File: config.mk
export PLATFORM = sky130hd
export DESIGN_NAME = lsu
export DESIGN_NICKNAME = d
export VERILOG_FILES = /design/src/rtl/lsu_pkg.sv /design/src/rtl/lsu_extend.sv /design/src/rtl/lsu.sv
export SDC_FILE = /design/constraint.sdc
export NUM_CORES = 1
export LEC_CHECK = 0
export CAP_MARGIN = 20
export CORE_MARGIN = 4
export CORE_UTILIZATION = 45
export DETAILED_ROUTE_END_ITERATION = 6
export MAX_ROUTING_LAYER = met4
export PLACE_DENSITY_LB_ADDON = 0.1
export SLEW_MARGIN = 25
export SYNTH_ARGS = -nofsm -noshare
export SYNTH_HDL_FRONTEND = slang
export SYNTH_HIERARCHICAL = 1
export SYNTH_SLANG_ARGS = --single-unit
File: constraint.sdc
create_clock -name clk -period 14.8 [get_ports clk]
set_input_delay 2.22 -clock clk [delete_from_list [all_inputs] [get_ports clk]]
set_output_delay 2.22 -clock clk [all_outputs]
set_load 0.05 [all_outputs]
File: src/rtl/lsu_pkg.sv
// lsu_pkg: size codes, FSM state encodings and alignment helpers for the load/store unit.
package lsu_pkg;
   localparam logic [1:0] MEM_SIZE_B = 2'd0;
   localparam logic [1:0] MEM_SIZE_H = 2'd1;
   localparam logic [1:0] MEM_SIZE_W = 2'd2;
   localparam logic [1:0] MEM_SIZE_D = 2'd3;
   localparam logic [1:0] S_IDLE = 2'd0;
   localparam logic [1:0] S_REQ  = 2'd1;
   localparam logic [1:0] S_WAIT = 2'd2;
   localparam logic [1:0] S_DONE = 2'd3;
   function automatic logic misaligned(input logic [2:0] a, input logic [1:0] s);
      return (s == MEM_SIZE_H && a[0]) || (s == MEM_SIZE_W && a[1:0] != 2'd0) ||
             (s == MEM_SIZE_D && a != 3'd0);
   endfunction
   function automatic logic [7:0] size_mask(input logic [1:0] s);
      return s == MEM_SIZE_B ? 8'h01 : s == MEM_SIZE_H ? 8'h03 : s == MEM_SIZE_W ? 8'h0f : 8'hff;
   endfunction
endpackage

File: src/rtl/lsu_extend.sv
// lsu_extend: selects the addressed bytes of an aligned 64-bit word and sign/zero extends them.
module lsu_extend
   import lsu_pkg::*;
(
   input  logic [63:0] rdata,
   input  logic [2:0]  lane,
   input  logic [1:0]  size,
   input  logic        uns,
   output logic [63:0] data
);
   logic [63:0] s;
   assign s = rdata >> {lane, 3'b000};
   assign data = size == MEM_SIZE_B ? {{56{~uns & s[7]}}, s[7:0]} :
                 size == MEM_SIZE_H ? {{48{~uns & s[15]}}, s[15:0]} :
                 size == MEM_SIZE_W ? {{32{~uns & s[31]}}, s[31:0]} : s;
endmodule

File: src/rtl/lsu.sv
// lsu: single-outstanding load/store unit; latches one op, issues one aligned 64-bit
// memory transaction and returns extended load data (or a misalignment flag) to writeback.
module lsu
   import lsu_pkg::*;
#(
   parameter int ADDR_W = 64,
   parameter int XLEN   = 64
) (
   input  logic              clk,
   input  logic              rst,
   input  logic              in_valid,
   output logic              in_ready,
   input  logic              in_we,
   input  logic [1:0]        in_size,
   input  logic              in_unsigned,
   input  logic [ADDR_W-1:0] in_addr,
   input  logic [XLEN-1:0]   in_wdata,
   output logic              mem_req_valid,
   input  logic              mem_req_ready,
   output logic              mem_req_we,
   output logic [ADDR_W-1:0] mem_req_addr,
   output logic [XLEN-1:0]   mem_req_wdata,
   output logic [7:0]        mem_req_wmask,
   input  logic              mem_resp_valid,
   input  logic [XLEN-1:0]   mem_resp_rdata,
   output logic              out_valid,
   input  logic              out_ready,
   output logic [XLEN-1:0]   out_rdata,
   output logic              out_misalign
);
   logic [1:0]        state, size_q;
   logic              we_q, uns_q, mis_q;
   logic [ADDR_W-1:0] addr_q;
   logic [XLEN-1:0]   wdata_q, rdata_q, ext;
   lsu_extend u_extend (
      .rdata(mem_resp_rdata),
      .lane (addr_q[2:0]),
      .size (size_q),
      .uns  (uns_q),
      .data (ext)
   );
   // Request fields derive only from latched state, so they stay stable under back-pressure.
   assign in_ready      = state == S_IDLE;
   assign mem_req_valid = state == S_REQ;
   assign mem_req_we    = we_q;
   assign mem_req_addr  = {addr_q[ADDR_W-1:3], 3'b000};
   assign mem_req_wmask = size_mask(size_q) << addr_q[2:0];
   assign mem_req_wdata = wdata_q << {addr_q[2:0], 3'b000};
   assign out_valid     = state == S_DONE;
   assign out_rdata     = rdata_q;
   assign out_misalign  = mis_q;
   always_ff @(posedge clk or posedge rst) begin
      if (rst) begin
         state   <= S_IDLE;
         we_q    <= 1'b0;
         size_q  <= 2'd0;
         uns_q   <= 1'b0;
         addr_q  <= '0;
         wdata_q <= '0;
         rdata_q <= '0;
         mis_q   <= 1'b0;
      end else begin
         case (state)
            S_IDLE: if (in_valid) begin
               we_q    <= in_we;
               size_q  <= in_size;
               uns_q   <= in_unsigned;
               addr_q  <= in_addr;
               wdata_q <= in_wdata;
               rdata_q <= '0;
               mis_q   <= misaligned(in_addr[2:0], in_size);
               state   <= misaligned(in_addr[2:0], in_size) ? S_DONE : S_REQ;
            end
            S_REQ:  if (mem_req_ready) state <= S_WAIT;
            S_WAIT: if (mem_resp_valid) begin
               rdata_q <= we_q ? '0 : ext;
               state   <= S_DONE;
            end
            default: if (out_ready) state <= S_IDLE;
         endcase
      end
   end
endmodule

### Word-level counts from Yosys, hierarchy flattened

Cells that the tools add are included.
W data, S select, Z words.

| storage, ports and cells | value |
|---|---|
| register bits after elaboration | 199 |
| output and inout port bits | 205 |
| word-level logic and storage cells | 56 |

| operators by class | value |
|---|---|
| eq/ne operators | 11 |
| shift-type cells | 3 |
| multiplexer cells | 16 |
| bitwise gates (word level) | 4 |
| reductions and logical operators | 14 |

Operators with widths:

| kind | count |
|---|---|
| $mux W64 | 6 |
| $pmux W64 S2 | 1 |
| $shl A64 B6 Y64 | 1 |
| $shr A64 B6 Y64 | 1 |
| $mux W8 | 3 |
| $eq A2 B2 Y1 const B | 5 |
| $mux W2 | 5 |
| $shl A8 B3 Y8 | 1 |
| $eq A2 B1 Y1 const B | 3 |
| $pmux W2 S3 | 1 |
| $logic_not A2 Y1 | 2 |
| $ne A2 B2 Y1 const B | 2 |
| $reduce_and A4 Y1 | 1 |
| $reduce_bool A2 Y1 | 2 |
| $reduce_bool A4 Y1 | 1 |
| $and A1 B1 Y1 | 3 |
| $logic_and A1 B1 Y1 | 3 |
| $reduce_and A3 Y1 | 1 |
| $reduce_bool A3 Y1 | 1 |
| $logic_or A1 B1 Y1 | 2 |
| $ne A2 B1 Y1 const B | 1 |
| $reduce_and A2 Y1 | 1 |
| $not A1 Y1 | 1 |

### Logic depth before layout (Yosys ltp)

Gate-level depths: netlist of run 1.

| logic depth | value |
|---|---|
| depth after elaboration | 8 |
| gate-level depth with buffers | 9 |
| mapped depth without buffers | 6 |

### By module

Netlist of run 1, hierarchy kept.

Modules (own cells, without submodules):

| module | instances | cells an instance | area an instance (um^2) |
|---|---|---|---|
| lsu | 1 | 886 | 10382.5 |
| lsu_extend | 1 | 322 | 2803.9 |

### Worst setup path after synthesis of run 1

No wires, ideal clock.

| timing path | value |
|---|---|
| kind | register to output |
| from | register addr_q[1] |
| to | output mem_req_wmask[6] |
| arrival | 2286 ps |
| required time | 12580 ps |
| setup slack | 10294 ps |
| stages on the path, launching flop included | 6 |
| buffers on the path | 2 |
| cells stage by stage | dfrtp_1 > buf_2 > buf_2 > o22a_1 > nor2_1 > a211oi_1 |

| on the way | value |
|---|---|
| word-level cells in the longest chain between the ends | 1 |

Ends and longest elaborated chain:

| what | RTL line | RTL |
|---|---|---|
| start, declared | lsu.sv:33 | `logic [ADDR_W-1:0] addr_q;` |
| start signal, assigned | lsu.sv:68 | `addr_q <= in_addr;` |
| $shl A8 B3 Y8 | lsu.sv:47 | `assign mem_req_wmask = size_mask(size_q) << addr_q[2:0];` |
| end, declared | lsu.sv:23 | `output logic [7:0] mem_req_wmask,` |

No other way between the ends.

### Worst setup path in the final report of run 1

| timing path | value |
|---|---|
| from | register addr_q[0] |
| to | output mem_req_wdata[55] |

| on the way | value |
|---|---|
| word-level cells in the longest chain between the ends | 1 |

Ends and longest elaborated chain:

| what | RTL line | RTL |
|---|---|---|
| $shl A64 B6 Y64 | lsu.sv:48 | `assign mem_req_wdata = wdata_q << {addr_q[2:0], 3'b000};` |
| end, declared | lsu.sv:22 | `output logic [XLEN-1:0] mem_req_wdata,` |

No other way between the ends.

==> flow_summary.yaml, run 1 <==
drt:
  drc: 0
  wl_per_cell_um: 23.40
  drt_iter0_markers: 822
  wl_mm: 44.11
  dr_total_vias: 10548
  viasPerCell: 5.596
  dr.pass1.iters: 5
  antenna_left: 0
yosys:
  ys.warnings.count: 6
  ys_ff_latch: 199
  syn_avg_cell_area_um2: 10.92
  synth_edf_count: 0
  syn_area_um2: 13190
  yosysUniqueCellTypes: 54
  synthCells: 1208
  yosysTopAreaCell: "dfrtp_1"
  synth_area_leaders: "dfrtp_1 38%, mux2i_1 13%, mux2_2 13%"
  synth_top_cell_area_share_pct: 37.76
  seq_area_frac_synth_pct: 37.76
  async_reset_ff_share_pct: 100.0
  ys.flop_type: "dfrtp_1"
floorplan:
  chipHeight_um: 179.2
  num_rows: 62
  start_util_pct: 45.82
  core_area_um2: 28780
  dieArea_um2: 32110
  ios: 407
  die_w_um: 179.2
setup_path:
  crit_start: "addr_q[0]$_DFFE_PP0P_"
  critical_path_class: "flip-flop to output port"
  critical_path_buf_inv_count: 2
  crit_required_ns: 12.58
  cp-endpoint: "mem_req_wdata[55]"
  path_cells: "buf_4 -> nor2b_1 -> a2bb2oi_1 -> o21ai_0 -> clkdlybuf4s50_1"
  cp_max_fo: 73
  crit_path_top_delay_cell: "clkdlybuf4s50_1"
  cp_num_cells: 5
  r2r-start: "addr_q[1]$_DFFE_PP0P_"
  rrSetupSlack_ns: 11.19
  worstPathArrival_ns: 3.78
  crit_family: "buffers and inverters"
  max_stage_delay_ns: 0.85
  ff2ff_path_depth: 7
  cp-start-kind: "flip-flop"
  cp-end-kind: "output port"
  worst_r2r_endpoint: "out_rdata[24]$_DFFE_PP0P_"
grt:
  antenna_found_initial: 5
  grt-ovfl-total: 0
  grt_max_degree: 123
  use_met3_pct: 7.929
  grt_use_total_pct: 27.54
  grt_first_pass_wirelength_mm: 65.27
  busiest_layer: "met2"
  use_met2_pct: 45.04
  grt_use_met1_pct: 33.39
  grt_pass1_vias: 10788
final_layout:
  syn2layout_area_growth_pct: 32.17
  final_common_cell: "clkdlybuf4s50_1"
  mostFrequentLayoutCells: "403 x clkdlybuf4s50_1, 196 x dfrtp_1, 171 x mux2i_1, 147 x mux2_2, 123 x nand2_1"
  nNetsFinal: 1687
  post_route_cells_drive_above_1_share_pct: 19.14
clocking:
  clkTransAtPathRegs_ns: 0.08
  postCtsResizedCells: 0
  numCtsBuffers: 17
  clk_latency_ns: 0.45
  clock-sinks: 199
  clockBufferDepth: 2
  cts_setup_buffers: 0
  cts.hold.buffers_added: 0
  cts_tree: "done"
  htree_levels: 4
  cts_root_buf: "clkbuf_16"
timing:
  slew_headroom_pct: 34.56
  finalHoldViolCount: 0
  timing.fmax_mhz: 166.7
  fin_crit_ns: 5.998
  setup_ws_ns: 8.802
  rsz0062_at_grt: "no"
  setup_viol: 0
  slew_violations: 0
  skew_ns: 0.01511
  worstMarginPinSlew_ns: 0.9816
  period_share_pct: 40.53
  fin_setup_tns_ns: 0
placed_design:
  globalplace.congestion: 0.8818
  hpwl_mm: 31.99
  post-place-ws_ns: 9.303
  portBuffers: 403
outcome:
  status: "finished, final reports clean"
min_path:
  min_path_type: "flip-flop to flip-flop"
flow_run:
  maxCapViolations: 0
-- cells by family after synthesis --
group	after synthesis	share of synthesized area, %
muxes	358	32.31
buffers and inverters	239	10.37
and+or+nand+nor	218	7.581
DFF	199	37.76
AOI/OAI and AO/OA	189	11.57
adders and majority gates	4	0.3796
other	1	0.02844
-- final cells by class --
class                      instances  area [um^2]
fill                            2467        11350
multi-input combinational        772         6875
sequential                       199         4991
timing repair buffer             419         4167
tap                              384        480.5
clock buffer                      18        439.2
inverter                          72        277.8
clock inverter                    14        180.2
antenna                            7        17.52
-- worst min-delay path, cell delays in order (launching register included) --
cell     delay (ns)
dfrtp_1        0.35
nand2_1        0.04
o21ai_0        0.06
-- registers in the layout (all words and copies together) (netlist names) --
register	cells
uns_q	1
wdata_q	64
size_q	2
addr_q	64
out_rdata	64
out_misalign	1
mem_req_we	1
state	2
-- per-layer routing --
metal | up-vias | share of wire (%)
met3 | 52 | 8.2
met2 | 434 | 50
met1 | 5250 | 40
met4 | 0 | 2.2
met5 | - | 0
li1 | 4812 | -
-- worst min path at each step --
stage                              from                        to  slack [ns]  cells after the start
2_1_floorplan   wdata_q[56]$_DFFE_PP0P_   wdata_q[56]$_DFFE_PP0P_        0.47                      1
3_3_place_gp   out_misalign$_DFFE_PP0P_  out_misalign$_DFFE_PP0P_        0.47                      2
3_5_place_dp   out_misalign$_DFFE_PP0P_  out_misalign$_DFFE_PP0P_        0.48                      2
4_1_cts        out_misalign$_DFFE_PP0P_  out_misalign$_DFFE_PP0P_        0.49                      2
5_1_grt          addr_q[39]$_DFFE_PP0P_    addr_q[39]$_DFFE_PP0P_        0.53                      1
6_report       out_misalign$_DFFE_PP0P_  out_misalign$_DFFE_PP0P_        0.49                      2
-- cells in the mapped netlist (5+ instances only) --
library cell	n
o22a_1	7
a32oi_1	5
nand2_1	124
a22oi_1	27
mux4_2	39
dfrtp_1	199
and2_1	19
mux2i_1	171
inv_1	71
o21ai_0	17
buf_2	43
mux2_2	147
o31ai_1	7
o22ai_1	33
nor4_1	9
a21oi_1	17
nor3_1	8
o22ai_2	30
a2bb2oi_1	14
clkbuf_1	29
clkbuf_8	5
o2bb2ai_1	10
nor2_1	32
buf_6	6
a211oi_1	9
nor2b_1	15
buf_4	77
-- per-stage QoR --
stage	hold WS, ns	std cells	area (um^2)	utilization [%]
floorplan	0.4747	1210	13190	-
global placement	0.4709	1845	16760	58.24
detailed placement	0.4752	1846	16780	58.31
CTS	0.4941	1878	17400	60.46
global route	0.5269	1883	17420	60.54
finish	0.4895	1885	17430	60.56
Power of run 1 is left out: the tool's default activity adds up to more than one toggle a clock period on the data nets, which glitch-free logic cannot reach.
==> run 2: changes to the inputs <==
clock period = 5.65 ns   (was 14.8 ns; I/O delays follow)
==> flow_summary.yaml, run 2 (same netlist as run 1, synthesis figures left out) <==
outcome:
  status: "finished, final reports clean"
drt:
  drt_iter0_markers: 786
  dr.pass1.iters: 5
  wl_mm: 42.35
  drc: 0
  wl_per_cell_um: 22.46
  dr_total_vias: 10590
  viasPerCell: 5.615
  antenna_left: 0
setup_path:
  r2r-start: "addr_q[1]$_DFFE_PP0P_"
  cp-end-kind: "output port"
  cp-endpoint: "mem_req_wdata[49]"
  worst_r2r_endpoint: "out_rdata[59]$_DFFE_PP0P_"
  crit_required_ns: 4.80
  ff2ff_path_depth: 7
  critical_path_class: "flip-flop to output port"
  crit_path_top_delay_cell: "dfrtp_4"
  max_stage_delay_ns: 0.91
  cp_max_fo: 59
  rrSetupSlack_ns: 2.14
  crit_start: "addr_q[0]$_DFFE_PP0P_"
  path_cells: "buf_4 -> mux4_2 -> nand2_1 -> o21ai_0 -> clkdlybuf4s50_1"
  cp-start-kind: "flip-flop"
  worstPathArrival_ns: 3.48
final_layout:
  mostFrequentLayoutCells: "403 x clkdlybuf4s50_1, 196 x dfrtp_1, 171 x mux2i_1, 147 x mux2_2, 123 x nand2_1"
  final_common_cell: "clkdlybuf4s50_1"
  syn2layout_area_growth_pct: 31.85
  nNetsFinal: 1688
  n_fill_cell: 2423
  post_route_cells_drive_above_1_share_pct: 19.13
grt:
  antenna_found_initial: 5
  grt_pass1_vias: 10843
  grt-ovfl-total: 0
  grt_first_pass_wirelength_mm: 62.58
  grt_max_degree: 133
  grt_use_total_pct: 26.20
flow_run:
  maxCapViolations: 0
floorplan:
  num_rows: 62
  start_util_pct: 45.82
  die_w_um: 179.2
  dieArea_um2: 32110
  core_area_um2: 28780
  chipHeight_um: 179.2
  ios: 407
timing:
  fin_crit_ns: 4.324
  slew_violations: 0
  finalHoldViolCount: 0
  worstMarginPinSlew_ns: 0.9141
  slew_headroom_pct: 39.06
  skew_ns: 0.01703
  timing.fmax_mhz: 231.3
  setup_viol: 0
  period_share_pct: 76.53
  rsz0062_at_grt: "no"
  fin_setup_tns_ns: 0
clocking:
  postCtsResizedCells: 0
  cts.hold.buffers_added: 0
  numCtsBuffers: 17
  clkTransAtPathRegs_ns: 0.07
  clockBufferDepth: 2
  cts_setup_buffers: 0
  cts_root_buf: "clkbuf_16"
  clock-sinks: 199
  clk_latency_ns: 0.45
  cts_tree: "done"
  htree_levels: 4
min_path:
  min_path_type: "flip-flop to flip-flop"
  worstHoldStart: "out_misalign$_DFFE_PP0P_"
placed_design:
  portBuffers: 403
  hpwl_mm: 30.80
  globalplace.congestion: 0.9025
==> run 2: metal layers <==
layer  track usage [%]  part of all wire, %
met1             31.56                   40
met5                 -                    0
met4             9.457                  3.4
met2             42.66                   49
met3             6.875                  7.7
==> run 2: worst min path at each step <==
stage | slack [ns] | cells past startpoint | to
2_1_floorplan | 0.47 | 1 | wdata_q[56]$_DFFE_PP0P_
3_3_place_gp | 0.47 | 2 | out_misalign$_DFFE_PP0P_
3_5_place_dp | 0.48 | 2 | out_misalign$_DFFE_PP0P_
4_1_cts | 0.51 | 2 | out_misalign$_DFFE_PP0P_
5_1_grt | 0.52 | 1 | addr_q[27]$_DFFE_PP0P_
6_report | 0.50 | 2 | out_misalign$_DFFE_PP0P_
==> run 2: worst max-delay path: cells and delay by family (launching register included) <==
| kind | cells | cell delay [ns] |
|---|---|---|
| buffers and inverters | 2 | 1.28 |
| DFF | 1 | 0.91 |
| muxes | 1 | 0.56 |
| AOI/OAI and AO/OA | 1 | 0.14 |
| and+or+nand+nor | 1 | 0.08 |
==> run 2: metrics by stage <==
step | setup WS (ns) | instance area [um^2] | hold WS (ns) | util [%] | cells
2_1_floorplan | 2.228 | 13200 | 0.4747 | - | 1210
3_3_place_gp | 1.821 | 16790 | 0.4726 | 58.33 | 1847
3_5_place_dp | 1.798 | 16790 | 0.4762 | 58.33 | 1847
4_1_cts | 1.295 | 17360 | 0.5066 | 60.33 | 1879
5_1_grt | 1.154 | 17380 | 0.5221 | 60.39 | 1884
6_report | 1.326 | 17390 | 0.4981 | 60.41 | 1886
==> run 2: area by class of cell <==
type | count | area [um^2] | area share (%)
antenna | 7 | 17.52 | 0.1007
clock buffer | 20 | 446.7 | 2.569
clock inverter | 12 | 130.1 | 0.7484
inverter | 72 | 274.0 | 1.576
multi-input combinational | 772 | 6869 | 39.51
sequential | 199 | 4991 | 28.71
tap | 384 | 480.5 | 2.763
timing repair buffer | 420 | 4178 | 24.03
Power of run 2 is left out for the same reason.
==> run 3: changes to the inputs <==
CORE_UTILIZATION = 43   (was 45)
clock period = 3.8 ns   (was 5.65 ns; I/O delays follow)
==> flow_summary.yaml, run 3 (same netlist as run 1, synthesis figures left out) <==
outcome:
  status: "finished, violations left"
  failed_checks: "DRC"
drt:
  viasPerCell: 5.551
  drt_iter0_markers: 782
  dr.pass1.iters: 7
  wl_mm: 42.94
  antenna_left: 0
  drc: 1
  wl_per_cell_um: 22.57
  dr_total_vias: 10563
flow_run:
  maxCapViolations: 0
clocking:
  cts_setup_buffers: 0
  cts_root_buf: "clkbuf_16"
  postCtsResizedCells: 0
  clockBufferDepth: 2
  clock-sinks: 199
  clkTransAtPathRegs_ns: 0.08
  cts.hold.buffers_added: 0
  htree_levels: 4
  cts_tree: "done"
  clk_latency_ns: 0.44
  numCtsBuffers: 17
floorplan:
  start_util_pct: 44.02
  ios: 407
  dieArea_um2: 33530
  chipHeight_um: 183.1
  core_area_um2: 29950
  num_rows: 63
  die_w_um: 183.1
setup_path:
  max_stage_delay_ns: 0.91
  r2r-start: "addr_q[0]$_DFFE_PP0P_"
  cp-end-kind: "output port"
  crit_family: "flip-flops"
  crit_required_ns: 3.23
  cp-start-kind: "flip-flop"
  path_cells: "mux2i_1 -> and2_1 -> o31ai_1 -> clkdlybuf4s50_1"
  crit_start: "addr_q[1]$_DFFE_PP0P_"
  critical_path_buf_inv_count: 1
  critical_path_class: "flip-flop to output port"
  cp_max_fo: 61
  worstPathArrival_ns: 3.02
  crit_path_top_delay_cell: "dfrtp_4"
timing:
  period_share_pct: 94.46
  slew_violations: 0
  fin_setup_tns_ns: 0
  slew_headroom_pct: 38.66
  finalHoldViolCount: 0
  skew_ns: 0.01568
  rsz0062_at_grt: "no"
  fin_crit_ns: 3.590
  setup_viol: 0
  worstMarginPinSlew_ns: 0.9192
  timing.fmax_mhz: 278.6
  timing.hold.ws_ns: 0.5022
placed_design:
  globalplace.congestion: 0.9323
  portBuffers: 403
  placed_cells: 1865
  hpwl_mm: 31.87
final_layout:
  post_route_cells_drive_above_1_share_pct: 21.22
  nNetsFinal: 1701
  final_cells: 1903
  mostFrequentLayoutCells: "383 x clkdlybuf4s50_1, 196 x dfrtp_1, 171 x mux2i_1, 147 x mux2_2, 123 x nand2_1"
  syn2layout_area_growth_pct: 34.54
  final_common_cell: "clkdlybuf4s50_1"
grt:
  grt_max_degree: 65
  grt_use_total_pct: 25.48
  grt-ovfl-total: 0
  antenna_found_initial: 4
  grt_pass1_vias: 10903
  grt_first_pass_wirelength_mm: 64.42
min_path:
  min_path_type: "flip-flop to flip-flop"
  worstHoldStart: "out_misalign$_DFFE_PP0P_"
==> run 3: final timing paths <==
kind / depth (start not counted) / to / slack (ns)
hold reg to reg: 2 / out_misalign$_DFFE_PP0P_ / 0.50
max in group asynchronous: 3 / addr_q[1]$_DFFE_PP0P_ / 2.39
min in group asynchronous: 2 / out_rdata[11]$_DFFE_PP0P_ / 0.62
setup reg to reg: 8 / out_rdata[53]$_DFFE_PP0P_ / 0.70
setup / recovery: 4 / mem_req_wdata[62] / 0.21
hold / removal: 2 / out_misalign$_DFFE_PP0P_ / 0.50
==> run 3: area by class of cell <==
cell class / count / area [um^2]
timing repair buffer: 433 / 4479
inverter: 72 / 274.0
fill: 2558 / 12210
clock inverter: 13 / 183.9
tap: 390 / 488.0
sequential: 199 / 4991
clock buffer: 19 / 442.9
antenna: 5 / 12.51
multi-input combinational: 772 / 6869
==> run 3: stage by stage <==
| stage | setup slack, ns | cell area (um^2) | util, % |
|---|---|---|---|
| after floorplan | 0.6557 | 13200 | - |
| after global placement | 0.7312 | 17070 | 56.99 |
| after detailed placement | 0.6774 | 17070 | 56.99 |
| after CTS | 0.1907 | 17700 | 59.09 |
| after global routing | 0.03117 | 17740 | 59.22 |
| final | 0.2104 | 17740 | 59.23 |
==> run 3: layer usage <==
layer / vias up / share of wire, % / track usage, % / wire [um]
met4: 0 / 3.4 / 8.343 / 1445
li1: 4839 / - / - / -
met5: - / 0 / - / 0
met2: 436 / 50 / 42.40 / 21400
met3: 74 / 7.6 / 6.545 / 3271
met1: 5214 / 39 / 30.38 / 16830
==> run 3: worst reg2reg max path: cells and delay by family, from the launching register on <==
kind,cells,cell delay (ns)
buffers and inverters,2,1.01
DFF,1,0.62
and+or+nand+nor,2,0.22
AOI/OAI and AO/OA,3,1.04
muxes,1,0.08
Power of run 3 is left out for the same reason.
